File: src/rtl/alu_issue_seq_if.sv
// Handshake, register-port and ALU-side signals of the alu_issue_seq sequencer.
// master = environment (instruction source plus external ALU); slave = sequencer.
interface alu_issue_seq_if;
  logic        instr_valid;
  logic [15:0] instr;
  logic        instr_ready;
  logic        wr_en;
  logic [2:0]  wr_addr;
  logic [15:0] wr_data;
  logic [2:0]  rd_addr;
  logic [15:0] rd_data;
  logic [2:0]  alu_op;
  logic [15:0] alu_a;
  logic [15:0] alu_b;
  logic [15:0] alu_o;
  logic        alu_carry;
  logic        done;
  logic [15:0] result;
  logic        carry_flag;

  modport master (
    output instr_valid, instr, wr_en, wr_addr, wr_data, rd_addr, alu_o, alu_carry,
    input  instr_ready, rd_data, alu_op, alu_a, alu_b, done, result, carry_flag
  );

  modport slave (
    input  instr_valid, instr, wr_en, wr_addr, wr_data, rd_addr, alu_o, alu_carry,
    output instr_ready, rd_data, alu_op, alu_a, alu_b, done, result, carry_flag
  );
endinterface

File: src/rtl/alu_issue_seq.sv
// Two-cycle issue sequencer in front of a combinational 16-bit ALU with an 8 x 16 register file.
// Optional macro ALU_SEQ_BYPASS_EN forwards a same-edge external write into the operand latch.
module alu_issue_seq (
  input logic          clk,
  input logic          rst_n,
  alu_issue_seq_if.slave bus
);
  localparam int DATA_W = 16;
  localparam int NREG   = 8;

  typedef enum logic {IDLE = 1'b0, EXEC = 1'b1} state_t;

  state_t              state_q, state_d;
  logic [DATA_W-1:0]   regs [NREG];
  logic [2:0]          op_dec, rd_dec, rs_dec, rt_dec;
  logic [3:0]          shamt_dec;
  logic                accept, wb_p1;
  logic [DATA_W-1:0]   a_sel, b_sel;
  logic [2:0]          op_p1, rd_p1;
  logic [DATA_W-1:0]   a_p1, b_p1;
  logic                done_p2, carry_p2;
  logic [DATA_W-1:0]   result_p2;

  function automatic logic is_shift(input logic [2:0] op);
    return (op == 3'd4) || (op == 3'd5) || (op == 3'd6);
  endfunction

  // ALU carry is only meaningful for add and sub.
  function automatic logic sets_carry(input logic [2:0] op);
    return (op == 3'd0) || (op == 3'd1);
  endfunction

  assign {op_dec, rd_dec, rs_dec, rt_dec, shamt_dec} = bus.instr;

  always_comb begin
    state_d         = state_q;
    bus.instr_ready = 1'b0;
    accept          = 1'b0;
    wb_p1           = 1'b0;
    case (state_q)
      IDLE: begin
        bus.instr_ready = 1'b1;
        if (bus.instr_valid) begin
          accept  = 1'b1;
          state_d = EXEC;
        end
      end
      EXEC: begin
        wb_p1   = 1'b1;
        state_d = IDLE;
      end
      default: state_d = IDLE;
    endcase
  end

  always_comb begin
    a_sel = regs[rs_dec];
    b_sel = is_shift(op_dec) ? {12'h000, shamt_dec} : regs[rt_dec];
`ifdef ALU_SEQ_BYPASS_EN
    if (bus.wr_en && (bus.wr_addr == rs_dec)) a_sel = bus.wr_data;
    if (bus.wr_en && !is_shift(op_dec) && (bus.wr_addr == rt_dec)) b_sel = bus.wr_data;
`endif
  end

  // Stage p1: operand latch driving the ALU during EXEC.
  always_ff @(posedge clk or negedge rst_n) begin
    if (!rst_n) begin
      state_q <= IDLE;
      op_p1   <= '0;
      rd_p1   <= '0;
      a_p1    <= '0;
      b_p1    <= '0;
    end else begin
      state_q <= state_d;
      if (accept) begin
        op_p1 <= op_dec;
        rd_p1 <= rd_dec;
        a_p1  <= a_sel;
        b_p1  <= b_sel;
      end
    end
  end

  // Stage p2: writeback capture of the ALU result.
  always_ff @(posedge clk or negedge rst_n) begin
    if (!rst_n) begin
      done_p2   <= 1'b0;
      result_p2 <= '0;
      carry_p2  <= 1'b0;
    end else begin
      done_p2 <= wb_p1;
      if (wb_p1) result_p2 <= bus.alu_o;
      if (wb_p1 && sets_carry(op_p1)) carry_p2 <= bus.alu_carry;
    end
  end

  // Writeback takes priority over an external write to the same entry.
  always_ff @(posedge clk or negedge rst_n) begin
    if (!rst_n) begin
      for (int i = 0; i < NREG; i++) regs[i] <= '0;
    end else begin
      for (int i = 0; i < NREG; i++) begin
        if (wb_p1 && (rd_p1 == 3'(i)))
          regs[i] <= bus.alu_o;
        else if (bus.wr_en && (bus.wr_addr == 3'(i)))
          regs[i] <= bus.wr_data;
      end
    end
  end

  assign bus.alu_op     = op_p1;
  assign bus.alu_a      = a_p1;
  assign bus.alu_b      = b_p1;
  assign bus.done       = done_p2;
  assign bus.result     = result_p2;
  assign bus.carry_flag = carry_p2;
  assign bus.rd_data    = regs[bus.rd_addr];
endmodule

File: src/flat_wrapper.sv
// flat-port wrapper written by rule: the top's interface ports become plain ports
module alu_issue_seq_flat 
  (clk, rst_n, bus_instr_valid, bus_instr, bus_wr_en, bus_wr_addr, bus_wr_data, bus_rd_addr, bus_alu_o, bus_alu_carry, bus_instr_ready, bus_rd_data, bus_alu_op, bus_alu_a, bus_alu_b, bus_done, bus_result, bus_carry_flag);
  alu_issue_seq_if bus_i ();
  input logic clk;
  input logic rst_n;
  input wire logic [$bits(bus_i.instr_valid)-1:0] bus_instr_valid;
  input wire logic [$bits(bus_i.instr)-1:0] bus_instr;
  input wire logic [$bits(bus_i.wr_en)-1:0] bus_wr_en;
  input wire logic [$bits(bus_i.wr_addr)-1:0] bus_wr_addr;
  input wire logic [$bits(bus_i.wr_data)-1:0] bus_wr_data;
  input wire logic [$bits(bus_i.rd_addr)-1:0] bus_rd_addr;
  input wire logic [$bits(bus_i.alu_o)-1:0] bus_alu_o;
  input wire logic [$bits(bus_i.alu_carry)-1:0] bus_alu_carry;
  output wire logic [$bits(bus_i.instr_ready)-1:0] bus_instr_ready;
  output wire logic [$bits(bus_i.rd_data)-1:0] bus_rd_data;
  output wire logic [$bits(bus_i.alu_op)-1:0] bus_alu_op;
  output wire logic [$bits(bus_i.alu_a)-1:0] bus_alu_a;
  output wire logic [$bits(bus_i.alu_b)-1:0] bus_alu_b;
  output wire logic [$bits(bus_i.done)-1:0] bus_done;
  output wire logic [$bits(bus_i.result)-1:0] bus_result;
  output wire logic [$bits(bus_i.carry_flag)-1:0] bus_carry_flag;
  assign bus_i.instr_valid = bus_instr_valid;
  assign bus_i.instr = bus_instr;
  assign bus_i.wr_en = bus_wr_en;
  assign bus_i.wr_addr = bus_wr_addr;
  assign bus_i.wr_data = bus_wr_data;
  assign bus_i.rd_addr = bus_rd_addr;
  assign bus_i.alu_o = bus_alu_o;
  assign bus_i.alu_carry = bus_alu_carry;
  assign bus_instr_ready = bus_i.instr_ready;
  assign bus_rd_data = bus_i.rd_data;
  assign bus_alu_op = bus_i.alu_op;
  assign bus_alu_a = bus_i.alu_a;
  assign bus_alu_b = bus_i.alu_b;
  assign bus_done = bus_i.done;
  assign bus_result = bus_i.result;
  assign bus_carry_flag = bus_i.carry_flag;
  alu_issue_seq u_core (.clk(clk), .rst_n(rst_n), .bus(bus_i));
endmodule
File: config.mk
export PLATFORM = sky130hd
export DESIGN_NAME = alu_issue_seq_flat
export DESIGN_NICKNAME = d
export VERILOG_FILES = /design/src/rtl/alu_issue_seq_if.sv /design/src/rtl/alu_issue_seq.sv /design/src/flat_wrapper.sv
export SDC_FILE = /design/constraint.sdc
export NUM_CORES = 1
export LEC_CHECK = 0
export CORE_UTILIZATION = 40
export CTS_CLUSTER_DIAMETER = 40
export DETAILED_ROUTE_END_ITERATION = 8
export DONT_BUFFER_PORTS = 1
export GPL_TIMING_DRIVEN = 0
export PLACE_DENSITY = 0.63
export SYNTH_ARGS = -nofsm -noshare
export SYNTH_HDL_FRONTEND = slang
export SYNTH_SLANG_ARGS = --single-unit
File: constraint.sdc
create_clock -name clk -period 2 [get_ports clk]
set_input_delay 0.2 -clock clk [delete_from_list [all_inputs] [get_ports clk]]
set_output_delay 0.2 -clock clk [all_outputs]
set_load 0.03 [all_outputs]
==> flow_summary.json <==
{
  "post_synth_instance_area_sq_um": 11500,
  "failed_checks": "negative hold slack",
  "post_layout_nonfiller_instances": 1219,
  "worstMarginPinSlew_ns": 1.16,
  "first_pass_grt_wire_length_mm": 51.1,
  "report.final.slew_viol_count": 0,
  "final.period_utilization": 0.976,
  "number_of_antenna_violations_at_the_first_check_in_global_routing": 0,
  "yosys_warnings": 0,
  "dp_hpwl_mm": 22.7,
  "yosys_register_bits": 185,
  "unrepaired_setup_endpoints_after_global_routing": "true",
  "detailedRoute.firstPassIterationCount": 5,
  "io-pin-count": 129,
  "grtUsageTotal": 0.245,
  "wl_mm": 34.6,
  "period_minus_slack_ns": 1.95,
  "setup_violations": 0,
  "clk_pin_slew_worst_paths_ns": 0.08,
  "dp_cells": 1159,
  "clk-insertion-delay-late_ns": 0.45,
  "clockRootBuffer": "clkbuf_16",
  "place_congestion": 0.840,
  "cts_tree": "yes",
  "grt_max_degree": 186,
  "synth_area_per_cell_sq_um": 14.7,
  "worstHoldPathType": "in2async",
  "cts_buffers": 17,
  "worst_clock_skew_ns": 0.0154,
  "grt.overflow.total": 0,
  "met2_usage": 0.387,
  "grt_util_met1": 0.334,
  "syn-instance-count": 781,
  "diodes": 0,
  "floorplan.die_area_sq_um": 29400,
  "final_cell_mix": "mux2_2 (269), dfrtp_1 (185), mux4_2 (95), nand2_1 (47), mux2i_1 (33)",
  "detail_route.drc_violations": 0,
  "power.density_nw_per_um2": 1100,
  "setup-tns-final_ns": 0,
  "postCtsHoldBufs": 23,
  "first_iter_violations": 604,
  "drive_above_1_share": 0.559,
  "grt_use_met3": 0.0612,
  "syn-num-nets": 840,
  "hold-worst-slack_ns": -0.550,
  "outcome": "finished, violations left",
  "timing.critical_path.required_ns": 1.80,
  "number_of_core_rows": 61,
  "tritoncts_num_sinks": 185,
  "worst_ir_drop_vdd_v": 0.000633,
  "htree_num_levels": 4,
  "route.detailed.vias_per_inst": 6.07,
  "criticalPathCategory": "reg2out",
  "routedWlPerCell_microns": 28.4,
  "crit_path_start_kind": "register",
  "buffer_ports.inserted": 0,
  "critical_path_arrival_ns": 1.75,
  "slew_headroom": 0.219,
  "layout_commonest_cell": "mux2_2",
  "start_util": 0.410,
  "die_y_microns": 172,
  "final_nets": 887,
  "power_mw": 14.3,
  "max_cap_violations": 0,
  "area.growth.synth_to_final_pct": 13.3,
  "die_width_microns": 172,
  "core_sq_um": 28000,
  "grt_pass1_vias": 7470,
  "path_max_fanout": 4,
  "max_freq_mhz": 512,
  "static-leakage-power_nw": 5.17,
  "ys_seq_area_frac": 0.403,
  "cp-end-kind": "output port",
  "dr_total_vias": 7397,
  "timing.final.hold_violations": 185,
  "synthDistinctLibCells": 34,
  "busiest_layer": "met2",
  "ctsLongestPathBuffers": 2,
  "detail-route-antenna-nets": 0
}
## synth_stat cells
cell      number  share of area
a21boi_0       1        0.00065
a22oi_1        4         0.0026
a311oi_1       1        0.00076
a31o_1         2         0.0015
a32o_1         1        0.00087
and3b_1        4         0.0030
and4bb_1       1         0.0011
and4bb_2       2         0.0022
buf_1          4         0.0013
buf_12         1         0.0017
buf_2         21         0.0091
buf_4          5         0.0033
buf_6         11          0.011
clkbuf_1      20         0.0065
clkinv_1       1        0.00033
dfrtp_1      185           0.40
inv_1          2        0.00065
mux2_1        10         0.0098
mux2_2       269           0.26
mux2_4        10          0.013
mux2i_1       33          0.029
mux4_2        95           0.19
nand2_1       47          0.015
nand2b_1       5         0.0027
nand3b_1       1        0.00065
nand4_2        1         0.0011
nand4b_4       3         0.0062
nor2_1         1        0.00033
nor4b_4        1         0.0021
o21ai_0       31          0.014
o21ai_2        4         0.0030
o21bai_4       2         0.0033
or2_2          1        0.00054
or3_1          1        0.00054
## what timing repair did
item	CTS	global route
setup endpoints to repair	106	103
pin swaps	1	0
buffers inserted	3	2
hold endpoints to repair	208	185
gates resized for setup	22	31
## final timing paths
kind | start | end | slack (ns) | cells after the start
setup / recovery | u_core.regs[17] | bus_rd_data[1] | 0.05 | 2
hold / removal | rst_n | u_core.bus.result[0] | -0.55 | 0
setup reg to reg | u_core.state_q | u_core.regs[102] | 0.07 | 6
hold reg to reg | u_core.state_q | u_core.bus.done | 0.44 | 0
max in group asynchronous | rst_n | u_core.regs[9] | 1.91 | 0
min in group clk | bus_instr_valid | u_core.state_q | 0.01 | 2
## critical path, stage by stage, from the launching register on
cell	delay, ns
dfrtp_1	0.43
mux4_2	0.50
mux2_2	0.38
## kinds of logic after synthesis
logic type | Yosys count | synth area share
buffers and inverters | 65 | 0.0338
AO/OA/AOI/OAI | 46 | 0.0262
flip-flops | 185 | 0.403
multiplexers | 417 | 0.501
AND/OR/NAND/NOR | 68 | 0.0358
## power breakdown
group / internal [mW] / leakage, nW / switching, mW / total [mW]
sequential: 4.90 / 2.20 / 1.62 / 6.52
clock: 2.00 / 0.293 / 1.67 / 3.66
combinational: 2.50 / 2.68 / 1.64 / 4.14
total: 9.39 / 5.17 / 4.93 / 14.3
## layer usage
metal,vias to the layer above,share of wire
li1,3127,-
met1,3932,0.44
met2,295,0.47
met3,43,0.072
met4,0,0.016
met5,-,0
## cell type report
cell class / count / area, sq um
clock buffers: 17 / 425
clock inverters: 15 / 186
inverters: 3 / 11.3
multi-input cells: 531 / 6510
plain buffers: 62 / 510
repair buffers: 28 / 272
fillers: 2482 / 15000
well taps: 378 / 473
flip-flops and latches: 185 / 4630
## state kept, by name, indices dropped and copies added, names as in the netlist
register,cells
u_core.bus.done,1
u_core.bus.result,16
u_core.bus.carry_flag,1
u_core.rd_p1,3
u_core.bus.alu_b,16
u_core.bus.alu_op,3
u_core.regs,128
u_core.bus.alu_a,16
u_core.state_q,1
## stage by stage
| stage | utilization | worst slack (ns) | area (sq um) |
|---|---|---|---|
| 6_report | 0.465 | 0.0484 | 13000 |
| 5_1_grt | 0.465 | -0.0247 | 13000 |
| 4_1_cts | 0.461 | 0.0166 | 12900 |
| 3_5_place_dp | 0.427 | -0.422 | 12000 |
| 3_3_place_gp | 0.427 | -0.409 | 12000 |
| 2_1_floorplan | - | 0.0744 | 11500 |
Note: power is estimated with default switching activity, not from simulation.
